File: config.mk
export PLATFORM = sky130hd
export DESIGN_NAME = mem_stall_ctrl
export DESIGN_NICKNAME = d
export VERILOG_FILES = /design/src/rtl/mem_pkg.sv /design/src/rtl/mem_lane_align.sv /design/src/rtl/mem_stall_ctrl.sv
export SDC_FILE = /design/constraint.sdc
export NUM_CORES = 1
export LEC_CHECK = 0
export BUFFER_PORTS_ARGS = -buffer_cell sky130_fd_sc_hd__buf_2
export CAP_MARGIN = 40
export CORE_MARGIN = 5
export CORE_UTILIZATION = 25
export DETAILED_ROUTE_END_ITERATION = 8
export GPL_TIMING_DRIVEN = 0
export HOLD_SLACK_MARGIN = 0.02
export PLACE_DENSITY = 0.43
export REMOVE_ABC_BUFFERS = 1
export SYNTH_ARGS = -nofsm -noshare
export SYNTH_HDL_FRONTEND = slang
export SYNTH_SLANG_ARGS = --single-unit
File: constraint.sdc
create_clock -name clk -period 2.5 [get_ports clk]
set_input_delay 0 -clock clk [delete_from_list [all_inputs] [get_ports clk]]
set_output_delay 0 -clock clk [all_outputs]
set_load 0.05 [all_outputs]
File: src/rtl/mem_pkg.sv
// mem_pkg: shared definitions for the MEM-stage data-memory access controller.
//   - access size codes used on the size port and in the lane aligner
//   - FSM state encoding of mem_stall_ctrl (also visible on its dbgState port)
//   - isAligned(): alignment rule shared by the controller
package mem_pkg;

    localparam logic [1:0] SZ_B = 2'b00;
    localparam logic [1:0] SZ_H = 2'b01;
    localparam logic [1:0] SZ_W = 2'b10;

    typedef enum logic [1:0] {
        IDLE       = 2'd0,
        LOAD_WAIT  = 2'd1,
        STORE_WAIT = 2'd2,
        DONE       = 2'd3
    } memState_e;

    // Bytes are always aligned, halves need an even address, words (and the
    // reserved size, which behaves as a word) need a multiple of four.
    function automatic logic isAligned(input logic [1:0] sz, input logic [1:0] off);
        case (sz)
            SZ_B:    isAligned = 1'b1;
            SZ_H:    isAligned = ~off[0];
            default: isAligned = (off == 2'b00);
        endcase
    endfunction

endpackage

File: src/rtl/mem_lane_align.sv
// mem_lane_align: purely combinational byte-lane handling for a 32-bit bus.
//   Store side (driven from the live MEM-stage request):
//     size, byteOff, storeData -> byteEn (4 lane enables), storeRep (replicated data)
//   Load side (driven from the latched request and the returned word):
//     loadSize, loadOff, loadUns, readWord -> loadData (lane-selected, extended)
module mem_lane_align
    import mem_pkg::*;
(
    input  logic [1:0]  size,
    input  logic [1:0]  byteOff,
    input  logic [31:0] storeData,
    output logic [3:0]  byteEn,
    output logic [31:0] storeRep,
    input  logic [1:0]  loadSize,
    input  logic [1:0]  loadOff,
    input  logic        loadUns,
    input  logic [31:0] readWord,
    output logic [31:0] loadData
);

    logic [31:0] laneWord;

    always_comb begin
        byteEn   = 4'b1111;
        storeRep = storeData;
        case (size)
            SZ_B: begin
                byteEn   = 4'b0001 << byteOff;
                storeRep = {4{storeData[7:0]}};
            end
            SZ_H: begin
                byteEn   = 4'b0011 << {byteOff[1], 1'b0};
                storeRep = {2{storeData[15:0]}};
            end
            default: ;
        endcase
    end

    // Shift the addressed lane down to bit 0; a half access only ever has an
    // offset of 0 or 2 here because misaligned requests never reach memory.
    always_comb begin
        laneWord = readWord >> {loadOff, 3'b000};
        case (loadSize)
            SZ_B:    loadData = {{24{~loadUns & laneWord[7]}},  laneWord[7:0]};
            SZ_H:    loadData = {{16{~loadUns & laneWord[15]}}, laneWord[15:0]};
            default: loadData = readWord;
        endcase
    end

endmodule

File: src/rtl/mem_stall_ctrl.sv
// mem_stall_ctrl: MEM-stage data-memory access controller.
//   Pipeline side: mem_read/mem_write/size/uns/addr/wdata in; stall_load,
//   stall_store (combinational), rdata/rdata_valid and err (registered) out.
//   Memory side: dm_req/dm_we/dm_addr/dm_be/dm_wdata out, dm_ack/dm_rdata in.
//   Debug: dbgState exposes the FSM state.
//
// Memory handshake: dm_req rises with dm_we/dm_addr/dm_be/dm_wdata and all of
// them stay stable until the memory answers with a single-cycle dm_ack
// (dm_rdata is valid only in that cycle). dm_req drops on the edge after the
// ack, or after TIMEOUT wait cycles without one; any dm_ack seen while no
// request is outstanding is ignored.
module mem_stall_ctrl
    import mem_pkg::*;
#(
    parameter int AW      = 32,
    parameter int DW      = 32,
    parameter int TIMEOUT = 16
) (
    input  logic          clk,
    input  logic          rst_n,
    input  logic          mem_read,
    input  logic          mem_write,
    input  logic [1:0]    size,
    input  logic          uns,
    input  logic [AW-1:0] addr,
    input  logic [DW-1:0] wdata,
    output logic          stall_load,
    output logic          stall_store,
    output logic [DW-1:0] rdata,
    output logic          rdata_valid,
    output logic          err,
    output logic          dm_req,
    output logic          dm_we,
    output logic [AW-1:0] dm_addr,
    output logic [3:0]    dm_be,
    output logic [DW-1:0] dm_wdata,
    input  logic          dm_ack,
    input  logic [DW-1:0] dm_rdata,
    output logic [1:0]    dbgState
);

    localparam int CW = (TIMEOUT > 2) ? $clog2(TIMEOUT) : 1;
    localparam logic [CW-1:0] TO_LAST = CW'(TIMEOUT - 1);

    memState_e   state;
    logic [CW-1:0] toCnt;
    logic [1:0]  lSize;
    logic [1:0]  lOff;
    logic        lUns;
    logic        curAligned;
    logic [3:0]  alignBe;
    logic [31:0] alignWdata;
    logic [31:0] loadData;

    mem_lane_align uAlign (
        .size      (size),
        .byteOff   (addr[1:0]),
        .storeData (wdata),
        .byteEn    (alignBe),
        .storeRep  (alignWdata),
        .loadSize  (lSize),
        .loadOff   (lOff),
        .loadUns   (lUns),
        .readWord  (dm_rdata),
        .loadData  (loadData)
    );

    assign curAligned = isAligned(size, addr[1:0]);
    assign dbgState   = state;

    // Stalls must rise in the same cycle the access shows up in IDLE, so they
    // are decoded from state plus live inputs. Gating with rst_n keeps them low
    // while reset is held even if the pipeline still presents an access.
    assign stall_load  = rst_n & (((state == IDLE) & mem_read & curAligned)
                                  | (state == LOAD_WAIT));
    assign stall_store = rst_n & (((state == IDLE) & mem_write & ~mem_read & curAligned)
                                  | (state == STORE_WAIT));

    always_ff @(posedge clk or negedge rst_n) begin
        if (!rst_n) begin
            state       <= IDLE;
            dm_req      <= 1'b0;
            dm_we       <= 1'b0;
            dm_addr     <= '0;
            dm_be       <= '0;
            dm_wdata    <= '0;
            rdata       <= '0;
            rdata_valid <= 1'b0;
            err         <= 1'b0;
            toCnt       <= '0;
            lSize       <= SZ_B;
            lOff        <= 2'b00;
            lUns        <= 1'b0;
        end else begin
            err         <= 1'b0;
            rdata_valid <= 1'b0;
            case (state)
                IDLE: begin
                    // A load wins over a simultaneous store; the store is dropped.
                    if (mem_read) begin
                        if (curAligned) begin
                            state   <= LOAD_WAIT;
                            dm_req  <= 1'b1;
                            dm_we   <= 1'b0;
                            dm_addr <= {addr[AW-1:2], 2'b00};
                            dm_be   <= alignBe;
                            lSize   <= size;
                            lOff    <= addr[1:0];
                            lUns    <= uns;
                            toCnt   <= '0;
                        end else begin
                            err         <= 1'b1;
                            rdata       <= '0;
                            rdata_valid <= 1'b1;
                        end
                    end else if (mem_write) begin
                        if (curAligned) begin
                            state    <= STORE_WAIT;
                            dm_req   <= 1'b1;
                            dm_we    <= 1'b1;
                            dm_addr  <= {addr[AW-1:2], 2'b00};
                            dm_be    <= alignBe;
                            dm_wdata <= alignWdata;
                            toCnt    <= '0;
                        end else begin
                            err <= 1'b1;
                        end
                    end
                end
                LOAD_WAIT, STORE_WAIT: begin
                    if (dm_ack) begin
                        state  <= DONE;
                        dm_req <= 1'b0;
                        dm_we  <= 1'b0;
                        if (state == LOAD_WAIT) begin
                            rdata       <= loadData;
                            rdata_valid <= 1'b1;
                        end
                    end else if (toCnt == TO_LAST) begin
                        // Bus error: abandon the request; a late ack lands in
                        // DONE or IDLE where it has no effect.
                        state  <= DONE;
                        dm_req <= 1'b0;
                        dm_we  <= 1'b0;
                        err    <= 1'b1;
                        if (state == LOAD_WAIT) begin
                            rdata       <= '0;
                            rdata_valid <= 1'b1;
                        end
                    end else begin
                        toCnt <= toCnt + CW'(1);
                    end
                end
                // mem_read/mem_write still belong to the finished instruction.
                DONE: state <= IDLE;
                default: state <= IDLE;
            endcase
        end
    end

endmodule

==> load_flow_metrics.sql, run 1 <==
INSERT INTO impl_metrics (metric_group, metric, value, unit) VALUES
('run_status', 'status', 'finished, final reports clean', ''),
('layout', 'post_route_cells_drive_above_1_share', '30.6', '%'),
('setup_path', 'crit_path_top_delay_cell', 'a221o_1', ''),
('clock_tree', 'cts-buffers-inserted', '17', ''),
('clock_tree', 'cts_root_buffer', 'clkbuf_16', ''),
('clock_tree', 'worst_skew_pair.late_latency', '0.41', 'ns'),
('setup_path', 'cp.arrival', '2.58', 'ns'),
('pwr', 'power_frac_comb', '52.7', '%'),
('setup_path', 'worstReg2RegStart', 'dbgState[1]', ''),
('timing', 'fin_crit', '2.30', 'ns'),
('global_routing', 'antenna_found_initial', '0', ''),
('timing', 'rsz_0062_raised_after_global_routing', 'no', ''),
('clock_tree', 'htree_num_levels', '4', ''),
('floorplanning', 'start_util', '25.2', '%'),
('setup_path', 'path_max_fanout', '32', ''),
('synthesis', 'synthesis.area', '0.00546', 'mm^2'),
('routing', 'number_of_iterations_in_the_first_detailed_routing_pass', '5', ''),
('min_path', 'hp-class', 'in -> reg', ''),
('global_routing', 'grtUsageMet1', '19.4', '%'),
('timing', 'postLayoutSetupSlackWorst', '0.204', 'ns'),
('global_routing', 'grtUsageTotal', '14.8', '%'),
('synthesis', 'post_synth_inst_count', '578', ''),
('setup_path', 'regToRegSetupSlack', '0.20', 'ns'),
('routing', 'vias', '5183', ''),
('timing', 'timing.slew.headroom', '48.6', '%'),
('global_routing', 'grtUsageMet3', '4.35', '%'),
('place', 'dp_cells', '1033', ''),
('setup_path', 'worstPathCellList', 'inv_1 > ha_4 > nor2b_2 > a31oi_2 > nand3_4 > a221o_1', ''),
('routing', 'detail_route.wl_per_cell', '15.8', 'um'),
('clock_tree', 'clkTransAtPathRegs', '0.06', 'ns'),
('setup_path', 'reg2reg_depth', '6', ''),
('routing', 'drt_iter0_markers', '269', ''),
('setup_path', 'worst_setup_path_endpoint', 'rdata[9]', ''),
('setup_path', 'worstSetupStartpoint', 'dbgState[1]', ''),
('pwr', 'p_sw_share', '51.4', '%'),
('pwr', 'cellLeakagePower', '4.27', 'nW'),
('place', 'place.gp.congestion', '0.733', ''),
('global_routing', 'grt_pass1_wl', '29200', 'um'),
('setup_path', 'worst-endpoint-required', '2.79', 'ns'),
('clock_tree', 'tritoncts_clock_tree', 'built', ''),
('setup_path', 'worst_path_largest_cell_delay', '0.48', 'ns'),
('layout', 'area_overhead_vs_synth', '55.0', '%'),
('layout', 'antenna_cells_inserted', '0', ''),
('global_routing', 'grt_util_met2', '24.0', '%'),
('timing', 'finalHoldViolCount', '0', ''),
('setup_path', 'worst_r2r_endpoint', 'rdata[9]', ''),
('place', 'dp_worst_setup_slack', '-0.277', 'ns'),
('global_routing', 'largest_net_degree_at_the_start_of_global_routing', '72', ''),
('floorplanning', 'placementRows', '54', ''),
('layout', 'final_nets', '987', ''),
('timing', 'tightest_slew', '0.772', 'ns'),
('pwr', 'power.density_cell_area', '1420', 'mW/mm^2'),
('place', 'place_hpwl', '12200', 'um'),
('place', 'placed_cell_area', '0.00678', 'mm^2'),
('floorplanning', 'die_h', '158', 'um'),
('global_routing', 'busiest_layer', 'met2', ''),
('setup_path', 'worst-setup-path-type', 'reg -> reg', ''),
('clock_tree', 'clock_sinks', '113', ''),
('routing', 'via_per_inst', '4.43', ''),
('layout', 'layoutNonFillerInstCount', '1171', ''),
('setup_path', 'cp-end-kind', 'flop', ''),
('routing', 'drc_markers', '0', ''),
('place', 'port_buffers', '209', ''),
('global_routing', 'globalRoute.totalOverflow', '0', ''),
('synthesis', 'synthArstFlopShare', '100', '%'),
('pwr', 'seq_power_share', '27.8', '%'),
('pwr', 'vdd_drop_max', '0.554', 'mV'),
('routing', 'final_antenna_net_count', '0', ''),
('pwr', 'p_switching', '6.17', 'mW'),
('floorplanning', 'core', '0.0217', 'mm^2'),
('floorplanning', 'die_area', '0.0249', 'mm^2');
==> worst min-delay path by stage <==
stage	slack, ns	to	cells past startpoint	startpoint
finish	0.04	err	4	dm_ack
floorplan	-0.30	dbgState[0]	0	rst_n
global placement	0.19	dm_addr[2]	3	addr[2]
CTS	0.03	err	4	dm_ack
global route	0.07	dm_wdata[6]	4	mem_write
detailed placement	0.07	rdata[18]	1	rst_n
==> layer usage <==
metal	vias to the layer above	part of all wire [%]
met2	158	45
met1	2437	47
met5	-	0
met4	0	0.68
li1	2579	-
met3	9	7.8
==> synthesized netlist by cell type, drive strengths merged (3+ instances only) <==
master,n,share of area (%)
nand2,170,12
dfrtp,113,52
o21ai,40,3.7
mux2i,34,6.2
nor2,27,1.9
buf,25,2.9
a21oi,23,2.1
nand2b,20,2.3
a22o,18,2.9
clkbuf,15,1.0
o22ai,12,1.4
and3,9,1.0
o211ai,9,1.2
a221o,7,1.3
mux2,7,1.4
ha,5,1.1
inv,5,0.34
nand3,5,0.46
nor3,5,0.66
nor2b,4,0.46
a31oi,3,0.46
and2,3,0.34
==> layout by cell type (no fill, tap or decap), drive strengths merged, types with 2 or more instances in the layout <==
cell,instances
nand2,170
dfrtp,113
a31oi,3
nor2b,4
clkbuf,18
and2,3
o211ai,9
conb,2
a22o,18
o22ai,12
a21boi,2
mux2,7
inv,8
buf,215
and3,9
a32o,2
nand3,5
clkinv,5
dlygate4sd3,105
xnor2,2
nand2b,20
a21oi,23
nor2,27
o21ai,40
nor3,5
mux2i,34
a221o,7
o21a,2
ha,5
clkinvlp,5
==> sequential cells by signal (all words and copies together) (netlist names) <==
name / flops
dm_wdata: 32
rdata: 32
dm_addr: 30
dm_be: 4
toCnt: 4
dbgState: 2
lOff: 2
lSize: 2
dm_req: 1
dm_we: 1
err: 1
lUns: 1
rdata_valid: 1
==> power by group through the flow <==
stage / Combinational (mW) / Sequential, mW / Clock (mW)
6_report: 6.33 / 3.33 / 2.35
5_1_grt: 6.81 / 3.47 / 2.52
4_1_cts: 6.34 / 3.33 / 2.45
3_5_place_dp: 6.18 / 3.34 / 0
3_3_place_gp: 6.02 / 3.39 / 0
2_1_floorplan: 1.77 / 5.95 / 0
==> area by class of cell <==
class                      instances  area (um^2)
fill                            2180        13200
sequential                       113         2830
multi-input combinational        421         2450
timing repair buffer             320         2240
clock buffer                      18          439
tap                              280          350
clock inverter                    14          134
inverter                           5         18.8
==> worst max-delay path, delay by kind of cell, from the launching register on <==
family | cells | cell delay, ns
DFF | 1 | 0.45
AOI/OAI and AO/OA | 2 | 0.76
adders and majority gates | 1 | 0.23
buffers and inverters | 1 | 0.12
and+or+nand+nor | 2 | 0.59
==> stage by stage <==
stage	setup TNS [ns]	hold WS, ns	util, %
2_1_floorplan	-12.90	-0.296	-
3_3_place_gp	-86.60	0.194	30.6
3_5_place_dp	-5.00	0.0742	31.3
4_1_cts	0	0.0349	38.8
5_1_grt	0	0.0677	39.0
6_report	0	0.0392	39.0
==> kinds of logic (layout without fill, tap and decap cells) <==
kind of cell,Yosys count,count (layout),synth area share [%]
compound gates,124,124,15.2
flops,113,113,51.8
mux,41,41,7.68
other cells,1,2,0.0687
buf+inv,45,357,4.24
xor+xnor,2,2,0.321
simple gates,247,247,19.5
fa+ha+maj,5,5,1.15
==> what timing repair did <==
action	4_1_cts	5_1_grt
gates cloned	0	0
pin swaps	0	1
setup endpoints to repair	34	50
setup buffers	0	1
resized for setup	4	7
hold buffers	105	0
endpoints found under the hold margin	170	0
No activity file was read; power rests on OpenSTA's default activity.
==> run 2, diff against run 1 <==
--- a/config.mk
+++ b/config.mk
@@ -5,8 +5,9 @@
 export SDC_FILE = /design/constraint.sdc
 export NUM_CORES = 1
 export LEC_CHECK = 0
-export BUFFER_PORTS_ARGS = -buffer_cell sky130_fd_sc_hd__buf_2
+export BUFFER_PORTS_ARGS = -buffer_cell sky130_fd_sc_hd__buf_4
 export CAP_MARGIN = 40
+export CORE_ASPECT_RATIO = 0.6
 export CORE_MARGIN = 5
 export CORE_UTILIZATION = 25
 export DETAILED_ROUTE_END_ITERATION = 8
==> load_flow_metrics.sql, run 2 (synthesis results as in run 1) <==
INSERT INTO impl_metrics (metric_group, metric, value, unit) VALUES
('run_status', 'status', 'finished, final reports clean', ''),
('global_routing', 'antenna_found_initial', '0', ''),
('routing', 'via_per_inst', '4.44', ''),
('setup_path', 'worst_path_largest_cell_delay', '0.46', 'ns'),
('timing', 'timing.slew.headroom', '47.0', '%'),
('floorplanning', 'start_util', '25.7', '%'),
('layout', 'n_fill_cell', '2079', ''),
('global_routing', 'globalRoute.totalOverflow', '0', ''),
('timing', 'postLayoutSetupSlackWorst', '0.107', 'ns'),
('layout', 'antenna_cells_inserted', '0', ''),
('timing', 'fin_crit', '2.39', 'ns'),
('routing', 'detail_route.wl_per_cell', '16.9', 'um'),
('setup_path', 'worstPathCellList', 'inv_1 > ha_2 > nor2b_2 > a31oi_2 > and4_2 > o211a_4 > a22o_1', ''),
('timing', 'final-max-slew-violation-count', '0', ''),
('pwr', 'vdd_drop_max', '0.591', 'mV'),
('routing', 'drt_iter0_markers', '261', ''),
('setup_path', 'cp-end-kind', 'flop', ''),
('clock_tree', 'tritoncts_clock_tree', 'built', ''),
('timing', 'min_period_over_period', '95.7', '%'),
('timing', 'setup-violations-final', '0', ''),
('place', 'place_hpwl', '13900', 'um'),
('min_path', 'hp-class', 'in -> reg', ''),
('layout', 'layoutNonFillerInstCount', '1173', ''),
('setup_path', 'critical_path.startpoint_type', 'flop', ''),
('min_path', 'min_delay_endpoint', 'dm_wdata[23]', ''),
('pwr', 'p_sw_share', '49.0', '%'),
('routing', 'vias', '5212', ''),
('clock_tree', 'max-clock-path-buffers', '2', ''),
('setup_path', 'cp.arrival', '2.74', 'ns'),
('setup_path', 'worst-setup-path-type', 'reg -> reg', ''),
('setup_path', 'crit_path_top_delay_cell', 'dfrtp_1', ''),
('place', 'dp_worst_setup_slack', '-0.275', 'ns'),
('pwr', 'cellLeakagePower', '4.43', 'nW'),
('layout', 'layout_top_registers', 'dm_wdata x32, rdata x32, dm_addr x30', ''),
('layout', 'area_overhead_vs_synth', '65.0', '%'),
('global_routing', 'grt_pass1_wl', '31400', 'um'),
('setup_path', 'reg2reg_depth', '7', ''),
('min_path', 'min_path_cells', '3', ''),
('layout', 'final_nets', '990', ''),
('clock_tree', 'cts-buffers-inserted', '17', ''),
('flow_run', 'cap_viol_max_count', '0', ''),
('layout', 'multi_input_area', '0.00244', 'mm^2'),
('global_routing', 'first_global_vias', '5474', ''),
('routing', 'drt_wl_total', '19800', 'um'),
('pwr', 'power_frac_comb', '53.9', '%'),
('floorplanning', 'die_h', '124', 'um'),
('setup_path', 'worstReg2RegStart', 'dbgState[0]', ''),
('timing', 'achievable-frequency', '418', 'MHz'),
('pwr', 'seq_power_share', '26.4', '%'),
('pwr', 'power.internal', '6.52', 'mW'),
('clock_tree', 'clock_sinks', '113', ''),
('timing', 'finalHoldViolCount', '0', ''),
('clock_tree', 'htree_num_levels', '4', ''),
('setup_path', 'path_max_fanout', '16', ''),
('setup_path', 'worst_r2r_endpoint', 'rdata[19]', ''),
('routing', 'drc_markers', '0', ''),
('pwr', 'p_switching', '6.26', 'mW'),
('setup_path', 'worst-endpoint-required', '2.85', 'ns'),
('floorplanning', 'pin_count', '212', ''),
('floorplanning', 'fp.dieW', '201', 'um'),
('floorplanning', 'placementRows', '41', ''),
('clock_tree', 'clkTransAtPathRegs', '0.05', 'ns'),
('timing', 'rsz_0062_raised_after_global_routing', 'no', ''),
('clock_tree', 'cts_root_buffer', 'clkbuf_16', ''),
('timing', 'tightest_slew', '0.795', 'ns'),
('pwr', 'power.density_cell_area', '1420', 'mW/mm^2'),
('setup_path', 'regToRegSetupSlack', '0.11', 'ns'),
('pwr', 'p_clk_share', '19.7', '%'),
('routing', 'final_antenna_net_count', '0', ''),
('place', 'place.gp.congestion', '0.796', ''),
('min_path', 'min-delay-start', 'mem_write', ''),
('floorplanning', 'die_area', '0.0250', 'mm^2'),
('layout', 'seq_area', '0.00283', 'mm^2'),
('clock_tree', 'worst_skew_pair.late_latency', '0.41', 'ns'),
('timing', 'clock-skew-final', '0.00787', 'ns'),
('floorplanning', 'core', '0.0212', 'mm^2'),
('global_routing', 'grtUsageTotal', '15.8', '%'),
('place', 'port_buffers', '209', ''),
('global_routing', 'largest_net_degree_at_the_start_of_global_routing', '70', ''),
('routing', 'number_of_iterations_in_the_first_detailed_routing_pass', '4', ''),
('layout', 'post_route_cells_drive_above_1_share', '30.8', '%'),
('place', 'dp_cells', '1033', ''),
('layout', 'mostFrequentLayoutCell', 'buf_4', ''),
('layout', 'mostFrequentLayoutCells', 'buf_4 (210), nand2_1 (169), dfrtp_1 (113)', '');
run 2: repair_timing:
action / 4_1_cts / 5_1_grt
hold buffers: 106 / 0
endpoints found under the setup margin: 39 / 34
pin swaps: 1 / 0
hold endpoints to repair: 218 / 0
setup buffers: 2 / 0
gates cloned: 0 / 0
resized for setup: 5 / 5
run 2: layout make-up:
type                    count  share of cell area [%]
clock inverters            13                    1.79
inverters                   5                   0.208
well taps                 279                    3.88
clock buffers              19                    5.03
repair buffers            323                    30.6
flip-flops and latches    113                    31.4
multi-input cells         421                    27.1
run 2: worst max path at each step:
stage	start	endpoint	slack [ns]	cells past startpoint
after floorplan	dbgState[0]	rdata[10]	-0.27	6
after global placement	dbgState[0]	dm_wdata[24]	-0.81	6
after detailed placement	dbgState[0]	rdata[8]	-0.28	7
after CTS	lOff[0]	rdata[20]	0.03	5
after global routing	lOff[0]	rdata[19]	0.004	5
final	dbgState[0]	rdata[19]	0.11	7
run 2: metrics by stage:
| stage | utilization (%) | hold slack, ns | setup TNS [ns] | power (mW) | cell area [um^2] |
|---|---|---|---|---|---|
| finish | 42.4 | 0.0632 | 0 | 12.8 | 9000 |
| global route | 42.4 | 0.0592 | 0 | 13.5 | 9000 |
| CTS | 42.3 | 0.0347 | 0 | 12.9 | 8990 |
| detailed placement | 34.3 | -0.0242 | -3.83 | 10.1 | 7280 |
| global placement | 33.8 | 0.192 | -51.39 | 9.96 | 7170 |
| floorplan | - | -0.296 | -12.90 | 7.72 | 5250 |
run 2: critical path, delay by kind of cell (launching register included):
family	cells	cell delay, ns
adder cells (fa/ha/maj)	1	0.29
flip-flops	1	0.46
AO/OA/AOI/OAI	3	0.79
buffers and inverters	1	0.11
AND/OR/NAND/NOR	2	0.67
run 2: routing by layer:
metal	vias to the layer above	part of all wire [%]	GRT usage, %
li1	2583	-	-
met2	152	42	22.2
met5	-	0	0
met1	2458	51	23.0
met4	0	1.4	4.65
met3	19	6.1	5.28
run 2: power by group through the flow:
stage	Sequential [mW]	Clock [mW]	Combinational, mW
3_5_place_dp	3.40	0	6.73
5_1_grt	3.49	2.69	7.30
2_1_floorplan	5.95	0	1.77
6_report	3.38	2.52	6.89
3_3_place_gp	3.40	0	6.56
4_1_cts	3.38	2.60	6.93
==> run 3, diff against run 2 <==
--- a/config.mk
+++ b/config.mk
@@ -13,8 +13,9 @@
 export DETAILED_ROUTE_END_ITERATION = 8
 export GPL_TIMING_DRIVEN = 0
 export HOLD_SLACK_MARGIN = 0.02
-export PLACE_DENSITY = 0.43
+export PLACE_DENSITY = 0.44
 export REMOVE_ABC_BUFFERS = 1
+export SLEW_MARGIN = 15
 export SYNTH_ARGS = -nofsm -noshare
 export SYNTH_HDL_FRONTEND = slang
 export SYNTH_SLANG_ARGS = --single-unit
==> constraint.sdc (replaced) <==
create_clock -name clk -period 2.15 [get_ports clk]
set_input_delay 0 -clock clk [delete_from_list [all_inputs] [get_ports clk]]
set_output_delay 0 -clock clk [all_outputs]
set_load 0.05 [all_outputs]
==> load_flow_metrics.sql, run 3 (synthesis results as in run 1) <==
INSERT INTO impl_metrics (metric_group, metric, value, unit) VALUES
('global_routing', 'largest_net_degree_at_the_start_of_global_routing', '67', ''),
('clock_tree', 'worst_skew_pair.late_latency', '0.42', 'ns'),
('clock_tree', 'max-clock-path-buffers', '2', ''),
('global_routing', 'grtUsageTotal', '16.8', '%'),
('layout', 'n_fill_cell', '2084', ''),
('floorplanning', 'start_util', '25.7', '%'),
('layout', 'seq_area', '0.00284', 'mm^2'),
('timing', 'finalHoldViolCount', '0', ''),
('routing', 'detail_route.wl_per_cell', '17.9', 'um'),
('pwr', 'seq_power_share', '26.2', '%'),
('timing', 'clock-skew-final', '0.00861', 'ns'),
('timing', 'holdWs', '0.0872', 'ns'),
('global_routing', 'grt_pass1_wl', '33300', 'um'),
('routing', 'drt_iter0_markers', '315', ''),
('pwr', 'p_sw_share', '49.4', '%'),
('clock_tree', 'tritoncts_clock_tree', 'built', ''),
('clock_tree', 'cts-buffers-inserted', '17', ''),
('layout', 'antenna_cells_inserted', '0', ''),
('layout', 'layout_top_registers', 'dm_wdata x32, rdata x32, dm_addr x30', ''),
('floorplanning', 'die_area', '0.0250', 'mm^2'),
('place', 'place.gp.congestion', '0.786', ''),
('setup_path', 'worst-setup-path-type', 'reg -> reg', ''),
('clock_tree', 'cts_root_buffer', 'clkbuf_16', ''),
('timing', 'final-max-slew-violation-count', '0', ''),
('pwr', 'cellLeakagePower', '4.47', 'nW'),
('floorplanning', 'core', '0.0212', 'mm^2'),
('routing', 'number_of_iterations_in_the_first_detailed_routing_pass', '5', ''),
('layout', 'mostFrequentLayoutCells', 'buf_4 (215), nand2_1 (169), dfrtp_1 (109)', ''),
('clock_tree', 'clock_sinks', '113', ''),
('clock_tree', 'htree_num_levels', '4', ''),
('layout', 'post-route-cell-area', '0.00911', 'mm^2'),
('global_routing', 'first_global_vias', '5679', ''),
('routing', 'drt_wl_total', '21100', 'um'),
('layout', 'final_nets', '997', ''),
('timing', 'setup-violations-final', '0', ''),
('pwr', 'vdd_drop_max', '0.632', 'mV'),
('pwr', 'p_clk_share', '18.3', '%'),
('timing', 'rsz_0062_raised_after_global_routing', 'no', ''),
('layout', 'mostFrequentLayoutCell', 'buf_4', ''),
('setup_path', 'worst-endpoint-required', '2.45', 'ns'),
('min_path', 'hp-class', 'in -> reg', ''),
('pwr', 'p_switching', '7.49', 'mW'),
('routing', 'drc_markers', '0', ''),
('place', 'dp_worst_setup_slack', '-0.573', 'ns'),
('timing', 'postLayoutSetupSlackWorst', '0.0854', 'ns'),
('global_routing', 'antenna_found_initial', '1', ''),
('layout', 'post_route_cells_drive_above_1_share', '31.4', '%'),
('place', 'place_hpwl', '13900', 'um'),
('layout', 'multi_input_area', '0.00252', 'mm^2'),
('global_routing', 'globalRoute.totalOverflow', '0', ''),
('setup_path', 'cp.arrival', '2.37', 'ns'),
('setup_path', 'path_max_fanout', '5', ''),
('routing', 'met1_length', '10200', 'um'),
('place', 'placed_cell_area', '0.00729', 'mm^2'),
('run_status', 'status', 'finished, final reports clean', ''),
('timing', 'timing.slew.headroom', '51.2', '%'),
('routing', 'wl_met3', '1320', 'um'),
('floorplanning', 'placementRows', '41', ''),
('flow_run', 'cap_viol_max_count', '0', ''),
('layout', 'area_overhead_vs_synth', '66.9', '%'),
('timing', 'fin_crit', '2.06', 'ns'),
('timing', 'min_period_over_period', '96.0', '%'),
('clock_tree', 'clkTransAtPathRegs', '0.06', 'ns'),
('routing', 'final_antenna_net_count', '0', ''),
('floorplanning', 'die_h', '124', 'um'),
('floorplanning', 'fp.dieW', '201', 'um'),
('routing', 'dr_wl_met2', '9210', 'um'),
('routing', 'vias', '5463', ''),
('timing', 'achievable-frequency', '484', 'MHz'),
('timing', 'tightest_slew', '0.731', 'ns'),
('setup_path', 'critical_path.startpoint_type', 'flop', ''),
('routing', 'maxUsedRoutingLayer', 'met4', ''),
('pwr', 'total_power', '15.2', 'mW'),
('floorplanning', 'pin_count', '212', ''),
('pwr', 'power.internal', '7.68', 'mW'),
('setup_path', 'cp-end-kind', 'flop', ''),
('place', 'port_buffers', '209', ''),
('routing', 'via_per_inst', '4.63', ''),
('pwr', 'power_frac_comb', '55.5', '%'),
('pwr', 'power.density_cell_area', '1660', 'mW/mm^2');
run 3: cell types whose count changed in the layout (fill, tap and decap cells not counted), sizes merged:
cell         change
and2             +1
buf              +5
bufinv           -1
clkbuf           +6
clkinv           -2
clkinvlp         -4
dlygate4sd3      -1
nand3            +1
o211a            +1
run 3: power by group through the flow:
stage	Clock, mW	Combinational [mW]	Sequential (mW)
after global placement	0	7.61	3.97
after global routing	2.93	8.92	4.11
final	2.77	8.42	3.98
after floorplan	0	2.06	6.91
after CTS	2.85	8.36	3.96
after detailed placement	0	7.84	3.97
run 3: metrics by stage:
stage | cells | TNS (ns) | utilization (%)
2_1_floorplan | 539 | -39.44 | -
3_3_place_gp | 1027 | -83.41 | 33.8
4_1_cts | 1173 | 0 | 42.6
5_1_grt | 1179 | 0 | 42.9
3_5_place_dp | 1031 | -24.48 | 34.3
6_report | 1179 | 0 | 42.9
run 3: worst paths after layout:
path                            slack [ns]           to        start  depth (start not counted)
worst max-delay path                  0.09     toCnt[2]     toCnt[0]                          5
worst min-delay path                  0.09     lSize[0]      size[0]                          2
worst max register to register        0.09     toCnt[2]     toCnt[0]                          5
worst min register to register        0.47  dm_addr[28]  dm_addr[28]                          2
max in group asynchronous             1.32  dm_addr[18]        rst_n                          3
min in group asynchronous             0.10     toCnt[1]        rst_n                          2
run 3: cell type report:
class,count,share of cell area (%)
clock buffers,25,5.33
clock inverters,6,0.879
well taps,279,3.83
flip-flops and latches,113,31.1
repair buffers,327,30.9
multi-input cells,424,27.7
inverters,5,0.206
run 3: what timing repair did:
| item | 4_1_cts | 5_1_grt |
|---|---|---|
| hold buffers | 105 | 0 |
| buffers inserted | 4 | 5 |
| gates resized for setup | 20 | 4 |
| pin swaps | 6 | 0 |
| setup endpoints to repair | 98 | 50 |
| gates cloned | 2 | 1 |
| hold endpoints to repair | 180 | 0 |
run 3: metal layers:
metal / global-route usage, % / vias up
li1: - / 2608
met1: 23.8 / 2645
met2: 24.4 / 183
met3: 4.84 / 27
met4: 5.94 / 0
met5: 0 / -
run 3: worst max-delay path: stages, from the launching register on:
cell and delay, ns:
dfrtp_1 0.40, ha_1 0.25, a31o_2 0.27, a221oi_2 0.43, o21ai_0 0.29, a22o_1 0.30
